[src/rtl/instr_done_collector_pkg.sv]
// Shared definitions for the instruction-done collector: completion source
// encodings and default widths.
package instr_done_collector_pkg;

    localparam int unsigned DONE_SRC_W     = 2;
    localparam int unsigned NUM_SRC        = 4;
    localparam int unsigned DEF_INFO_W     = 32;
    localparam int unsigned DEF_WFID_W     = 6;
    localparam int unsigned DEF_FIFO_DEPTH = 4;

    typedef enum logic [DONE_SRC_W-1:0] {
        DONE_SRC_VGPR_ALU = 2'd0,
        DONE_SRC_VGPR_LSU = 2'd1,
        DONE_SRC_SGPR_ALU = 2'd2,
        DONE_SRC_SGPR_LSU = 2'd3
    } done_src_e;

endpackage

[src/rtl/instr_done_collector_done_fifo.sv]
// Per-source wfid FIFO. A push on a full FIFO is accepted only when the same
// cycle also pops, so occupancy never exceeds FIFO_DEPTH.
module done_fifo
    import instr_done_collector_pkg::*;
#(
    parameter int unsigned WFID_W     = DEF_WFID_W,
    parameter int unsigned FIFO_DEPTH = DEF_FIFO_DEPTH
) (
    input  logic              clk,
    input  logic              rst,
    input  logic              push,
    input  logic              pop,
    input  logic [WFID_W-1:0] din,
    output logic [WFID_W-1:0] head,
    output logic              full,
    output logic              empty
);

    localparam int unsigned AW = $clog2(FIFO_DEPTH);
    localparam int unsigned CW = AW + 1;

    logic [WFID_W-1:0] mem [FIFO_DEPTH];
    logic [AW-1:0]     rd_ptr;
    logic [AW-1:0]     wr_ptr;
    logic [CW-1:0]     count;
    logic              do_push;
    logic              do_pop;

    assign full    = (count == CW'(FIFO_DEPTH));
    assign empty   = (count == '0);
    assign do_pop  = pop && !empty;
    assign do_push = push && (!full || do_pop);
    assign head    = mem[rd_ptr];

    always_ff @(posedge clk or posedge rst) begin
        if (rst) begin
            for (int unsigned i = 0; i < FIFO_DEPTH; i++) begin
                mem[i] <= '0;
            end
            rd_ptr <= '0;
            wr_ptr <= '0;
            count  <= '0;
        end else begin
            if (do_push) begin
                mem[wr_ptr] <= din;
                wr_ptr      <= wr_ptr + 1'b1;
            end
            if (do_pop) begin
                rd_ptr <= rd_ptr + 1'b1;
            end
            case ({do_push, do_pop})
                2'b10:   count <= count + 1'b1;
                2'b01:   count <= count - 1'b1;
                default: count <= count;
            endcase
        end
    end

endmodule

[src/rtl/instr_done_collector.sv]
// Collects done events from four completion sources, round-robin serializes
// them onto one table read port and emits registered retire records.
module instr_done_collector
    import instr_done_collector_pkg::*;
#(
    parameter int unsigned FIFO_DEPTH = DEF_FIFO_DEPTH,
    parameter int unsigned INFO_W     = DEF_INFO_W,
    parameter int unsigned WFID_W     = DEF_WFID_W
) (
    input  logic                      clk,
    input  logic                      rst,
    input  logic [NUM_SRC-1:0]        src_valid,
    input  logic [NUM_SRC*WFID_W-1:0] src_wfid,
    output logic [NUM_SRC-1:0]        src_full,
    output logic [WFID_W-1:0]         tbl_rd_wfid,
    input  logic [INFO_W-1:0]         tbl_rd_data,
    output logic                      retire_valid,
    input  logic                      retire_ready,
    output logic [DONE_SRC_W-1:0]     retire_src,
    output logic [WFID_W-1:0]         retire_wfid,
    output logic [INFO_W-1:0]         retire_info,
    output logic [NUM_SRC-1:0]        overflow_err
);

    logic [WFID_W-1:0]     head [NUM_SRC];
    logic [NUM_SRC-1:0]    empty;
    logic [NUM_SRC-1:0]    pop;
    logic [DONE_SRC_W-1:0] ptr;
    logic [DONE_SRC_W-1:0] grant_idx;
    logic                  grant_any;
    logic                  grant_valid;
    logic                  out_free;

    for (genvar g = 0; g < NUM_SRC; g++) begin : g_fifo
        done_fifo #(
            .WFID_W     (WFID_W),
            .FIFO_DEPTH (FIFO_DEPTH)
        ) u_fifo (
            .clk   (clk),
            .rst   (rst),
            .push  (src_valid[g]),
            .pop   (pop[g]),
            .din   (src_wfid[g*WFID_W +: WFID_W]),
            .head  (head[g]),
            .full  (src_full[g]),
            .empty (empty[g])
        );
    end

    assign out_free = !retire_valid || retire_ready;

    // First non-empty FIFO scanning upward from the RR pointer, wrapping mod 4.
    always_comb begin
        grant_any = 1'b0;
        grant_idx = ptr;
        for (int unsigned k = 0; k < NUM_SRC; k++) begin
            if (!grant_any && !empty[ptr + DONE_SRC_W'(k)]) begin
                grant_any = 1'b1;
                grant_idx = ptr + DONE_SRC_W'(k);
            end
        end
    end

    assign grant_valid = out_free && grant_any;
    assign pop         = grant_valid ? (NUM_SRC'(1) << grant_idx) : '0;
    assign tbl_rd_wfid = grant_valid ? head[grant_idx] : head[ptr];

    always_ff @(posedge clk or posedge rst) begin
        if (rst) begin
            ptr          <= '0;
            retire_valid <= 1'b0;
            retire_src   <= '0;
            retire_wfid  <= '0;
            retire_info  <= '0;
            overflow_err <= '0;
        end else begin
            overflow_err <= overflow_err | (src_valid & src_full & ~pop);
            if (grant_valid) begin
                retire_valid <= 1'b1;
                retire_src   <= grant_idx;
                retire_wfid  <= head[grant_idx];
                retire_info  <= tbl_rd_data;
                ptr          <= grant_idx + 1'b1;
            end else if (retire_ready) begin
                retire_valid <= 1'b0;
            end
        end
    end

endmodule
[config.mk]
export PLATFORM = sky130hd
export DESIGN_NAME = instr_done_collector
export DESIGN_NICKNAME = d
export VERILOG_FILES = /design/src/rtl/instr_done_collector_pkg.sv /design/src/rtl/instr_done_collector_done_fifo.sv /design/src/rtl/instr_done_collector.sv
export SDC_FILE = /design/constraint.sdc
export NUM_CORES = 1
export LEC_CHECK = 0
export ABC_AREA = 1
export BUFFER_PORTS_ARGS = -buffer_cell sky130_fd_sc_hd__clkbuf_2
export CAP_MARGIN = 20
export CORE_MARGIN = 2
export CORE_UTILIZATION = 45
export DETAILED_ROUTE_END_ITERATION = 10
export MAX_ROUTING_LAYER = met4
export PLACE_DENSITY = 0.63
export SYNTH_ARGS = -nofsm -noshare
export SYNTH_HDL_FRONTEND = slang
export SYNTH_SLANG_ARGS = --single-unit
[constraint.sdc]
create_clock -name clk -period 8.4 [get_ports clk]
set_input_delay 1.68 -clock clk [delete_from_list [all_inputs] [get_ports clk]]
set_output_delay 1.68 -clock clk [all_outputs]
set_load 0.01 [all_outputs]
After elaboration in Yosys (flattened, before gate mapping) --
Index checks and enable logic that the tools add are counted. Widths: inputs -> output; s select.
Storage, ports and cells: register bits after elaboration 171, input bits 63, output and inout port bits 55
Operators by class: add/subtract/negate cells 20, $lt $le $gt $ge 18, equal/unequal tests 12, shift-type cells 1, multiplexer cells 53, bitwise logic cells 14, reductions and logical operators 44
Operators by type and width (number):
- $mux 6 | 17
- $bwmux 24 | 4
- $bmux 6 s2 | 6
- $demux 6 s2 | 4
- $ge 3x3->1 const B | 10
- $not 2->3 | 10
- $pmux 3 s2 | 4
- $add 2x1->2 const B | 10
- $logic_and 1x1->1 | 16
- $logic_not 1->1 | 14
- $add 3x1->3 const B | 4
- $eq 3x3->1 const B | 4
- $logic_not 3->1 | 4
- $lt 2x3->1 const B | 4
- $lt 3x1->1 const B | 4
- $sub 3x1->3 const B | 4
- $mux 1 | 10
- $reduce_bool 2->1 | 5
- $and 4x4->4 | 2
- $bmux 1 s2 | 4
- $eq 2x1->1 const B | 4
- $eq 2x2->1 const B | 4
- $mux 2 | 3
- $logic_or 1x1->1 | 5
- other kinds (5) | 6

Depth between registers and ports, before layout --
Gate-level depths: netlist of the first run.
depth in word-level cells 19, gate-level depth with buffers 22, depth with buffers taken out 20

Cells and area by module --
Synthesis of the first run repeated with hierarchy kept, for this count alone.
Second synthesis, totals: cell total of the unflattened synthesis 1142, area total of the unflattened synthesis 9225.1 um^2
Modules (own cells, without submodules):
- done_fifo | instances 4, cells each 188, area each 1614.0 um^2
- instr_done_collector | instances 1, cells each 390, area each 2768.9 um^2

Least setup slack after synthesis of the first run --
OpenSTA, ideal clock, no wires.
kind input port to output port, start point input port retire_ready, end point output port tbl_rd_wfid[3], arrival time 2.607 ns, data required time 6.720 ns, setup slack 4.113 ns, stages on the path 7, path buffers 1, cells stage by stage inv_1 > nand2_1 > nand2_2 > inv_2 > clkbuf_1 > o2111ai_1 > nand3_1
Between the ends: word-level cells in the longest chain between the ends 3
RTL lines:
- start, declared | RTL line instr_done_collector.sv:18 | input logic retire_ready,
- $logic_or 1x1->1 | RTL line instr_done_collector.sv:50 | assign out_free = !retire_valid || retire_ready;
- $logic_and 1x1->1 | RTL line instr_done_collector.sv:64 | assign grant_valid = out_free && grant_any;
- $mux 6 | RTL line instr_done_collector.sv:66 | assign tbl_rd_wfid = grant_valid ? head[grant_idx] : head[ptr];
- end, declared | RTL line instr_done_collector.sv:15 | output logic [WFID_W-1:0] tbl_rd_wfid,
No other way between the ends.

Final worst setup path of the first run --
start point register ptr[1], end point output port tbl_rd_wfid[4]
Between the ends: word-level cells in the longest chain between the ends 17, elaborated cells on any way between the ends 36
RTL lines:
- start, declared | RTL line instr_done_collector.sv:28 | logic [DONE_SRC_W-1:0] ptr;
- start signal, assigned | RTL line instr_done_collector.sv:83 | ptr <= grant_idx + 1'b1;
- $add 2x1->2 | RTL line instr_done_collector.sv:57, instr_done_collector.sv:59
- $bmux 1 s2 | RTL line instr_done_collector.sv:57 | if (!grant_any && !empty[ptr + DONE_SRC_W'(k)]) begin
- $mux 1 (implied by the code) | RTL line instr_done_collector.sv:57
- $logic_not 1->1 | RTL line instr_done_collector.sv:57
- $logic_and 1x1->1 | RTL line instr_done_collector.sv:57
- $mux 1 | RTL line instr_done_collector.sv:57
- $logic_not 1->1 | RTL line instr_done_collector.sv:57
- $logic_and 1x1->1 | RTL line instr_done_collector.sv:57
- $mux 1 | RTL line instr_done_collector.sv:57
- $logic_not 1->1 | RTL line instr_done_collector.sv:57
- $logic_and 1x1->1 | RTL line instr_done_collector.sv:57
- $mux 2 | RTL line instr_done_collector.sv:57
- $not 2->3 (implied by the code) | RTL line instr_done_collector.sv:66
- $bmux 6 s2 | RTL line instr_done_collector.sv:66
- $mux 6 (implied by the code) (2 in series) | RTL line instr_done_collector.sv:66
- $mux 6 (*) | RTL line instr_done_collector.sv:66
Every way passes the cells marked *; elsewhere a longest branch is shown, timed or not. The select of a mux whose other input is x is not followed.

==> qor.csv, run 1 <==
stage,metric,value,unit
run_status,status,"complete, no violations",
run,cap_violations,0,
synth,synth_area_leaders,"dfrtp_1 49%, nand2_1 22%, nand4_1 3.5%",
power,pwr-share-comb,0.478,
timing,hold_viol_final,0,
global_route,grt_max_degree,97,
routing,drtIter0Drc,539,
final_layout,area_growth,15.10,%
final_layout,layout-drive-gt1-share,0.1751,
synth,synth_top_area_share,0.4862,
die,placementRows,51,
final_layout,insertedDiodeCount,0,
die,coreArea,19330,um^2
timing,tightest_slew,0.9763,ns
synth,syn-num-nets,1146,
setup_path,cp_slowest_stage_delay,0.61,ns
power,swShare,0.4590,
routing,via_per_inst,5.106,
timing,setup_slack,3.604,ns
final_layout,nFillCells,1819,
global_route,gr-total-overflow,0,
die,die_h,143.9,um
setup_path,required,6.72,ns
routing,drc,0,
synth,async_flop_share,1.000,
setup_path,start_kind,flop,
clock_network,ctsResizeCount,0,
synth,synth_edf_count,0,
timing,setup_viol,0,
setup_path,critPathMaxFanout,19,
synth,avgSynthCellArea,8.303,um^2
timing,slew_headroom,0.3476,
die,start_util,0.4552,
setup_path,worstPathCellList,inv_6 > nand2_2 > nand2_2 > nand3_2 > nand2_4 > nor2_8 > nand4_1 > nand2_4 > clkinv_1 > nand2_1 > nand3_1 > nand2_1 > nand2_1 > nand2_1 > clkbuf_2,
synth,syn_area,8801,um^2
timing,hold_ws,0.4706,ns
synth,yosysMostFrequentCell,nand2_1,
die,die_area,20690,um^2
setup_path,endpoint_kind,primary output,
clock_network,cts_root_buf,clkbuf_16,
power,power_density,430.9,nW/um^2
routing,dr_total_vias,7332,
clock_network,h-tree-depth,4,
routing,wl_per_cell,15.10,um
synth,synth_warnings,0,
synth,ys_seq_elements,171,
synth,syn_inst,1060,
place,dp_worst_setup_slack,3.615,ns
timing,maxSlewViolCount,0,
timing,tns,0,ns
clock_network,hold_buffers,0,
setup_path,crit_arrival,3.12,ns
die,io_pins,118,
setup_path,slowest_stage,dfrtp_1,
synth,yosysSeqAreaShare,0.4862,
timing,clock_skew,0.01007,ns
power,clockPowerShare,0.185,
clock_network,clk_pin_slew,0.06,ns
power,p_leak,5.376,nW
routing,ant_nets,0,
power,power.internal,2.361,mW
clock_network,cts_tree,built,
global_route,antenna_found_initial,0,
clock_network,cts_buffers,17,
place,routabilityCongestion,0.9053,
routing,first_pass_iters,5,
synth,netlist_top_cells_count,"512 x nand2_1, 171 x dfrtp_1, 50 x inv_1",
clock_network,cts_buffer_depth,2,
timing,finalCritPeriodShare,0.5710,
global_route,grt_first_pass_wirelength,34850,um
setup_path,crit_family,simple AND/OR/NAND/NOR gates,
setup_path,cpMostUsedCell,nand2_1,
timing,fin_crit,4.796,ns
clock_network,clock_latency,0.43,ns
timing,rsz0062_at_grt,no,
power,switchingPower,2.003,mW
final_layout,fin_nets,1244,
power,ir_drop,0.1797,mV
place,io_buffers,117,
hold_path,hp-class,flop to flop,
synth,yosysTopAreaCell,dfrtp_1,
setup_path,path_class,flop to primary output,
synth,yosysUniqueCellTypes,39,
place,dpl.hpwl,15180,um
routing,wl,21690,um
global_route,grt_usage,0.2222,
clock_network,clock-sinks,171,
global_route,grt_pass1_vias,6703,
synth,synth_ff_type,dfrtp_1,
setup_path,path_buf_inv,3,
power,p_seq_frac,0.337,
clock_network,cts_setup_buffers,0,
die,die_w,143.9,um
timing,fmax,0.2085,GHz
## kinds of logic (layout without fill, tap and decap cells)
| group | after synthesis | after routing | synth area share |
|---|---|---|---|
| AO/OA/AOI/OAI | 92 | 92 | 0.07123 |
| XOR/XNOR | 13 | 13 | 0.01294 |
| adder cells (fa/ha/maj) | 23 | 23 | 0.03611 |
| buffers and inverters | 96 | 207 | 0.04862 |
| flip-flops | 171 | 171 | 0.4862 |
| AND/OR/NAND/NOR | 665 | 665 | 0.3449 |
## metrics by stage
step                      cell area, um^2  cells  utilization  total power [mW]
after floorplan                      8801   1060            -             2.996
after global placement               9533   1404       0.4930             3.536
after detailed placement             9533   1404       0.4930             3.570
after CTS                           10130   1436       0.5239             4.391
after global routing                10130   1436       0.5239             4.741
final                               10130   1436       0.5239             4.364
## cell usage in the layout (no fill, tap or decap), types with 17 or more instances in the layout
master,count
clkbuf_2,117
a32o_1,22
nand3_1,39
o21ai_0,20
clkbuf_16,17
inv_1,49
a21oi_1,28
dfrtp_1,171
nand2_1,512
ha_1,19
nand4_1,49
## sequential cells by signal (all words and copies together), names as in the netlist
register / flops
g_fifo.u_fifo.mem: 96
retire_src: 2
retire_info: 32
g_fifo.u_fifo.count: 12
ptr: 2
g_fifo.u_fifo.rd_ptr: 8
retire_wfid: 6
g_fifo.u_fifo.wr_ptr: 8
retire_valid: 1
overflow_err: 4
## worst paths after layout
path | startpoint | endpoint | slack (ns) | cells past startpoint
max | ptr[1] | tbl_rd_wfid[4] | 3.60 | 15
min | overflow_err[1] | overflow_err[1] | 0.47 | 1
max reg2reg | ptr[1] | g_fifo[0].u_fifo.count[1] | 4.21 | 14
min reg2reg | overflow_err[1] | overflow_err[1] | 0.47 | 1
max in group asynchronous | rst | g_fifo[0].u_fifo.rd_ptr[1] | 5.49 | 3
min in group asynchronous | rst | retire_info[20] | 1.40 | 2
## worst register-to-register path, delay by kind of cell, from the launching register on
family	cells	cell delay (ns)
compound gates	2	0.27
fa+ha+maj	2	0.66
buf+inv	2	0.67
flops	1	0.61
simple gates	8	1.90
## per-layer routing
layer | track usage | vias up | wire (um) | share of wire
li1 | - | 3652 | - | -
met1 | 0.3074 | 3486 | 9992 | 0.46
met2 | 0.3266 | 164 | 10230 | 0.47
met3 | 0.04665 | 30 | 1028 | 0.047
met4 | 0.07430 | 0 | 439 | 0.020
met5 | - | - | 0 | 0
## power groups by stage
stage	logic [mW]	registers (mW)	clock network (mW)
floorplan	1.60	1.40	0
global placement	2.06	1.48	0
detailed placement	2.10	1.47	0
CTS	2.10	1.47	0.824
global route	2.37	1.52	0.856
finish	2.09	1.47	0.807
## cell type report
| type | instances | area [um^2] | share of cell area |
|---|---|---|---|
| Clock buffer | 18 | 439.2 | 0.04335 |
| Clock inverter | 14 | 157.7 | 0.01556 |
| Inverter | 56 | 227.7 | 0.02248 |
| Multi-Input combinational cell | 793 | 4094 | 0.4042 |
| Sequential cell | 171 | 4279 | 0.4224 |
| Tap cell | 265 | 331.6 | 0.03273 |
| Timing Repair Buffer | 119 | 600.6 | 0.05929 |
(Power assumes the default switching activity.)
==> run 2, diff against run 1 <==
clock period = 4.91 ns   (was 8.4 ns; I/O delays follow)
==> run 2 against run 1 <==
  * Die area unchanged
  * Utilization grew 0.24 points
  * Clock-buffer cell count down 1
  * Register-to-register slack worse by 2.9 ns
  * Flip-flop and latch count stayed put
  * Non-clock buffer count grew 4
  * Wire length down 0.38%
  * Combinational power grew 72%
  * Clock power is 69% higher
  * Critical path type unchanged
==> qor.csv, run 2 (synthesis gave the netlist of run 1 again) <==
stage,metric,value,unit,change
timing,fmax,0.2503,GHz,
final_layout,most-common-layout-cells,"512 x nand2_1, 171 x dfrtp_1, 117 x clkbuf_2, 49 x inv_1, 49 x nand4_1",,
routing,drc,0,,unchanged
die,die_area,20690,um^2,unchanged
timing,clock_skew,0.01541,ns,+0.005343 ns
timing,setup_viol,0,,unchanged
clock_network,cts_buffer_depth,2,,unchanged
power,p_total,7.468,mW,+71%
place,dpl.hpwl,15300,um,+0.81%
die,io_pins,118,,unchanged
final_layout,reg.largest.list,"g_fifo.u_fifo.mem x96, retire_info x32, g_fifo.u_fifo.count x12",,
final_layout,layout.cells.non_filler,1440,,+0.28%
clock_network,clock-sinks,171,,unchanged
final_layout,insertedDiodeCount,0,,unchanged
routing,first_pass_iters,5,,unchanged
setup_path,rr_startpoint,ptr[1],,
timing,fin_crit,3.996,ns,
hold_path,hp-class,flop to flop,,
global_route,grt_first_pass_wirelength,35270,um,+1.2%
setup_path,r2r_slack,1.30,ns,-2.91 ns
global_route,antenna_found_initial,0,,unchanged
place,dp.cells,1408,,+0.28%
final_layout,nFillCells,1831,,+0.66%
final_layout,design_area,10180,um^2,+0.46%
die,die_h,143.9,um,unchanged
global_route,grt_usage,0.2230,,+0.0007770
routing,via_per_inst,5.113,,+0.13%
timing,maxSlewViolCount,0,,unchanged
clock_network,cts_setup_buffers,0,,unchanged
clock_network,h-tree-depth,4,,unchanged
final_layout,layout-drive-gt1-share,0.1779,,+0.002808
timing,tightest_slew,0.8493,ns,-0.1269 ns
clock_network,ctsResizeCount,0,,unchanged
final_layout,regMostFlops,g_fifo.u_fifo.mem,,
final_layout,multi_input_area,4094,um^2,unchanged
place,place_area,9574,um^2,+0.43%
global_route,gr-total-overflow,0,,unchanged
setup_path,path_class,flop to primary output,,
final_layout,final-seq-area,4279,um^2,unchanged
final_layout,final_common_cell,nand2_1,,
setup_path,reg2reg_to,g_fifo[1].u_fifo.count[2],,
routing,wl,21610,um,-0.38%
clock_network,clk_pin_slew,0.08,ns,+0.02 ns
global_route,grt_max_degree,96,,-1.0%
final_layout,area_growth,15.62,%,
routing,dr_total_vias,7362,,+0.41%
place,io_buffers,117,,unchanged
clock_network,cts_buffers,17,,unchanged
routing,wl_per_cell,15.00,um,-0.65%
timing,finalCritPeriodShare,0.8138,,
power,p_leak,5.398,nW,+0.42%
timing,rsz0062_at_grt,no,,
timing,hold_viol_final,0,,unchanged
die,start_util,0.4552,,unchanged
setup_path,required,3.93,ns,-2.79 ns
run_status,status,"complete, no violations",,
setup_path,crit_arrival,3.01,ns,-0.11 ns
die,die_w,143.9,um,unchanged
die,placementRows,51,,unchanged
setup_path,start_kind,flop,,
die,coreArea,19330,um^2,unchanged
timing,setup_slack,0.9144,ns,-2.689 ns
timing,tns,0,ns,unchanged
run,cap_violations,0,,unchanged
power,power_density,733.9,nW/um^2,+70%
setup_path,endpoint,tbl_rd_wfid[2],,
final_layout,largest_register_ffs,96,,unchanged
setup_path,crit_start,ptr[1],,
setup_path,endpoint_kind,primary output,,
setup_path,critPathMaxFanout,19,,unchanged
global_route,grt_pass1_vias,6821,,+1.8%
final_layout,fin_nets,1248,,+0.32%
place,routabilityCongestion,0.8482,,-6.3%
routing,ant_nets,0,,unchanged
routing,drtIter0Drc,530,,-1.7%
clock_network,cts_tree,built,,
timing,slew_headroom,0.4294,,+0.08185
place,dp_worst_setup_slack,1.313,ns,-2.302 ns
clock_network,clock_latency,0.44,ns,about the same
setup_path,rr_worst_depth,19,,+5
clock_network,hold_buffers,0,,unchanged
clock_network,cts_root_buf,clkbuf_16,,
power,ir_drop,0.3329,mV,+85%
## run 2: cell types whose count changed in the layout (fill, tap and decap cells not counted), sizes merged
cell,previous run,this run
buf,2,6
clkinv,5,9
bufinv,2,0
clkbuf,135,134
clkinvlp,2,1
## run 2: stage by stage
stage,hold WS (ns),util
finish,0.4721,0.5263
floorplan,0.4366,-
global route,0.4884,0.5263
CTS,0.4728,0.5263
detailed placement,0.4541,0.4952
global placement,0.4506,0.4952
## run 2: final cells by class
cell class                      count  share of cell area
Tap cell                          265             0.03258
Inverter                           56             0.02226
Clock inverter                     15             0.01734
Sequential cell                   171              0.4205
Clock buffer                       17             0.04181
Multi-Input combinational cell    793              0.4023
Timing Repair Buffer              123             0.06320
## run 2: worst min path at each step
stage / startpoint / end / slack, ns / cells after the start
5_1_grt: g_fifo[0].u_fifo.mem[0] / g_fifo[0].u_fifo.mem[0] / 0.49 / 2
3_5_place_dp: g_fifo[1].u_fifo.mem[15] / g_fifo[1].u_fifo.mem[15] / 0.45 / 2
3_3_place_gp: g_fifo[1].u_fifo.mem[15] / g_fifo[1].u_fifo.mem[15] / 0.45 / 2
4_1_cts: g_fifo[1].u_fifo.mem[15] / g_fifo[1].u_fifo.mem[15] / 0.47 / 2
6_report: g_fifo[1].u_fifo.mem[11] / g_fifo[1].u_fifo.mem[11] / 0.47 / 2
2_1_floorplan: g_fifo[1].u_fifo.mem[9] / g_fifo[1].u_fifo.mem[9] / 0.44 / 2
## run 2: report_power, final
group          switching [mW]  internal, mW  total, mW
sequential              0.477          2.03       2.51
clock                   0.668         0.691       1.36
combinational            2.35          1.25       3.60
## run 2: worst max-delay path, stage by stage, from the launching register on
cell      delay, ns
dfrtp_1        0.61
nand2_2        0.22
nand2_4        0.15
nand3_2        0.11
nand2_4        0.13
nand3_1        0.08
nand2_1        0.09
nand2_2        0.06
nand2_4        0.20
clkinv_1       0.30
nand2_1        0.13
nand3_1        0.07
nand2_1        0.07
nand2_1        0.06
nand2_1        0.12
clkbuf_2       0.15
## run 2: routing by layer
metal	wire length, um	track usage	up-vias
li1	-	-	3657
met1	10430	0.3124	3507
met2	10020	0.3341	177
met3	824	0.03499	21
met4	331	0.07018	0
met5	0	-	-
==> run 3, diff against run 2 <==
clock period = 3.8 ns   (was 4.91 ns; I/O delays follow)
==> run 3 against run 2 <==
  * Register-to-register slack got worse by 0.70 ns
  * Final cell count rose by 0.69%
  * Final area grew 0.89%
  * First-iteration DRC count up 0.75%
  * Combinational power is 33% higher
  * Utilization grew 0.47 points
  * Via count fell by 0.18%
  * Wire length increased by 0.76%
  * Critical path depth shrank 4
  * Flip-flop and latch count unchanged
  * Global-route usage is 0.25 points higher
  * Sequential power grew 29%
  * Largest cell class unchanged
==> qor.csv, run 3 (synthesis gave the netlist of run 1 again) <==
stage,metric,value,unit,change
run_status,status,"complete, no violations",,
global_route,grt_pass1_vias,6844,,+0.34%
power,ir_drop,0.5454,mV,+64%
setup_path,cpMostUsedCell,nand3_1,,
setup_path,worstPathCellList,nor2_1 > nand3_1 > nand3_1 > nand2_1 > nor2_8 > nand3b_1 > nand2_2 > buf_4 > o21ai_0 > nand3_1 > clkbuf_2,,
routing,via_per_inst,5.068,,-0.87%
global_route,grt_usage,0.2255,,+0.002545
timing,hold_viol_final,0,,unchanged
power,p_seq_frac,0.331,,-0.005
routing,drc,0,,unchanged
timing,maxSlewViolCount,0,,unchanged
clock_network,cts_tree,built,,
clock_network,cts_buffers,17,,unchanged
final_layout,insertedDiodeCount,0,,unchanged
final_layout,fin_nets,1258,,+0.80%
global_route,antenna_found_initial,0,,unchanged
setup_path,cp_slowest_stage_delay,0.44,ns,-0.17 ns
timing,fin_crit,3.560,ns,
place,dpl.hpwl,15540,um,+1.6%
place,io_buffers,117,,unchanged
global_route,grt_first_pass_wirelength,35620,um,+1.0%
run,cap_violations,0,,unchanged
final_layout,final_common_cell,nand2_1,,
setup_path,endpoint_kind,primary output,,
die,die_h,143.9,um,unchanged
routing,first_pass_iters,6,,+1
timing,hold_ws,0.4627,ns,-0.009335 ns
hold_path,hp-class,primary input to async pin,,
routing,wl_per_cell,15.01,um,about the same
die,coreArea,19330,um^2,unchanged
timing,tns,0,ns,unchanged
setup_path,required,3.04,ns,-0.89 ns
timing,slew_headroom,0.4598,,+0.03040
clock_network,h-tree-depth,4,,unchanged
clock_network,cts_root_buf,clkbuf_16,,
die,placementRows,51,,unchanged
clock_network,clk_pin_slew,0.07,ns,about the same
clock_network,clock-sinks,171,,unchanged
final_layout,utilization,0.5310,,+0.004659
global_route,grt_max_degree,72,,-25%
final_layout,regMostFlops,g_fifo.u_fifo.mem,,
timing,fmax,0.2809,GHz,
timing,finalCritPeriodShare,0.9367,,
power,pwr-share-comb,0.492,,+0.010
power,power.internal,5.232,mW,+32%
power,switchingPower,4.528,mW,+29%
timing,clock_skew,0.01276,ns,-0.002647 ns
power,power_density,950.7,nW/um^2,+30%
setup_path,slowest_stage,buf_4,,
clock_network,cts_buffer_depth,2,,unchanged
clock_network,clock_latency,0.44,ns,about the same
setup_path,critPathMaxFanout,49,,+30
power,p_leak,5.443,nW,+0.82%
routing,ant_nets,0,,unchanged
place,routabilityCongestion,0.8466,,-0.19%
power,clockPowerShare,0.177,,-0.005
final_layout,area_growth,16.65,%,
routing,dr_total_vias,7349,,-0.18%
final_layout,reg.largest.list,"g_fifo.u_fifo.mem x96, retire_info x32, g_fifo.u_fifo.count x12",,
routing,wl,21770,um,+0.76%
timing,tightest_slew,0.8086,ns,-0.04076 ns
die,die_area,20690,um^2,unchanged
global_route,gr-total-overflow,0,,unchanged
die,die_w,143.9,um,unchanged
die,start_util,0.4552,,unchanged
setup_path,path_class,flop to primary output,,
final_layout,layout-drive-gt1-share,0.1873,,+0.009469
die,io_pins,118,,unchanged
clock_network,hold_buffers,0,,unchanged
timing,setup_viol,0,,unchanged
setup_path,crit_arrival,2.80,ns,-0.21 ns
final_layout,most-common-layout-cells,"512 x nand2_1, 169 x dfrtp_1, 117 x clkbuf_2, 49 x inv_1, 49 x nand4_1",,
power,swShare,0.4639,,-0.004642
setup_path,start_kind,flop,,
final_layout,largest_register_ffs,96,,unchanged
setup_path,rr_worst_depth,20,,+1
timing,rsz0062_at_grt,no,,
routing,drtIter0Drc,534,,+0.75%
==> run 3: power by group through the flow <==
stage	Clock [mW]	Combinational [mW]	Sequential, mW
final	1.73	4.80	3.23
after global routing	1.85	5.40	3.34
after CTS	1.77	4.71	3.22
after detailed placement	0	4.70	3.24
after floorplan	0	3.53	3.09
after global placement	0	4.62	3.23
==> run 3: repair_timing <==
| item | CTS | global route |
|---|---|---|
| endpoints found under the hold margin | 0 | 0 |
| gates resized for setup | 0 | 3 |
| setup endpoints to repair | 0 | 6 |
| buffers inserted | 0 | 6 |
==> run 3: critical path: cells and delay by family (launching register included) <==
family                 cells  cell delay (ns)
flip-flops                 1             0.39
AND/OR/NAND/NOR            8             1.21
AO/OA/AOI/OAI              1             0.19
buffers and inverters      2             0.60
==> run 3: cell type report <==
class | instances | area [um^2]
Clock buffer | 17 | 425.4
Sequential cell | 171 | 4282
Clock inverter | 15 | 172.7
Multi-Input combinational cell | 793 | 4094
Fill cell | 1852 | 9069
Tap cell | 265 | 331.6
Timing Repair Buffer | 133 | 730.7
Inverter | 56 | 230.2
==> run 3: per-layer routing <==
metal | up-vias | part of all wire | routed length, um | global-route usage
met2 | 170 | 0.47 | 10280 | 0.3414
met3 | 15 | 0.049 | 1058 | 0.04365
li1 | 3688 | - | - | -
met5 | - | 0 | 0 | -
met1 | 3476 | 0.47 | 10250 | 0.3170
met4 | 0 | 0.0085 | 185 | 0.04902
==> run 3: worst paths after layout <==
check                      slack [ns]                         end                  startpoint
max                              0.24              tbl_rd_wfid[3]   g_fifo[3].u_fifo.count[0]
min                              0.46     g_fifo[3].u_fifo.mem[7]                         rst
max reg2reg                      0.60   g_fifo[1].u_fifo.count[2]                      ptr[1]
min reg2reg                      0.47  g_fifo[3].u_fifo.rd_ptr[1]  g_fifo[3].u_fifo.rd_ptr[1]
max in group asynchronous        2.48                      ptr[0]                         rst
min in group clk                 0.47  g_fifo[3].u_fifo.rd_ptr[1]  g_fifo[3].u_fifo.rd_ptr[1]
==> run 3: through the flow <==
step	cells	worst slack [ns]	area (um^2)	power (mW)
finish	1450	0.2404	10270	9.760
global route	1450	0.03115	10270	10.59
CTS	1444	0.02620	10210	9.701
detailed placement	1412	0.5093	9617	7.935
global placement	1412	0.5683	9617	7.852
floorplan	1060	0.8573	8805	6.623
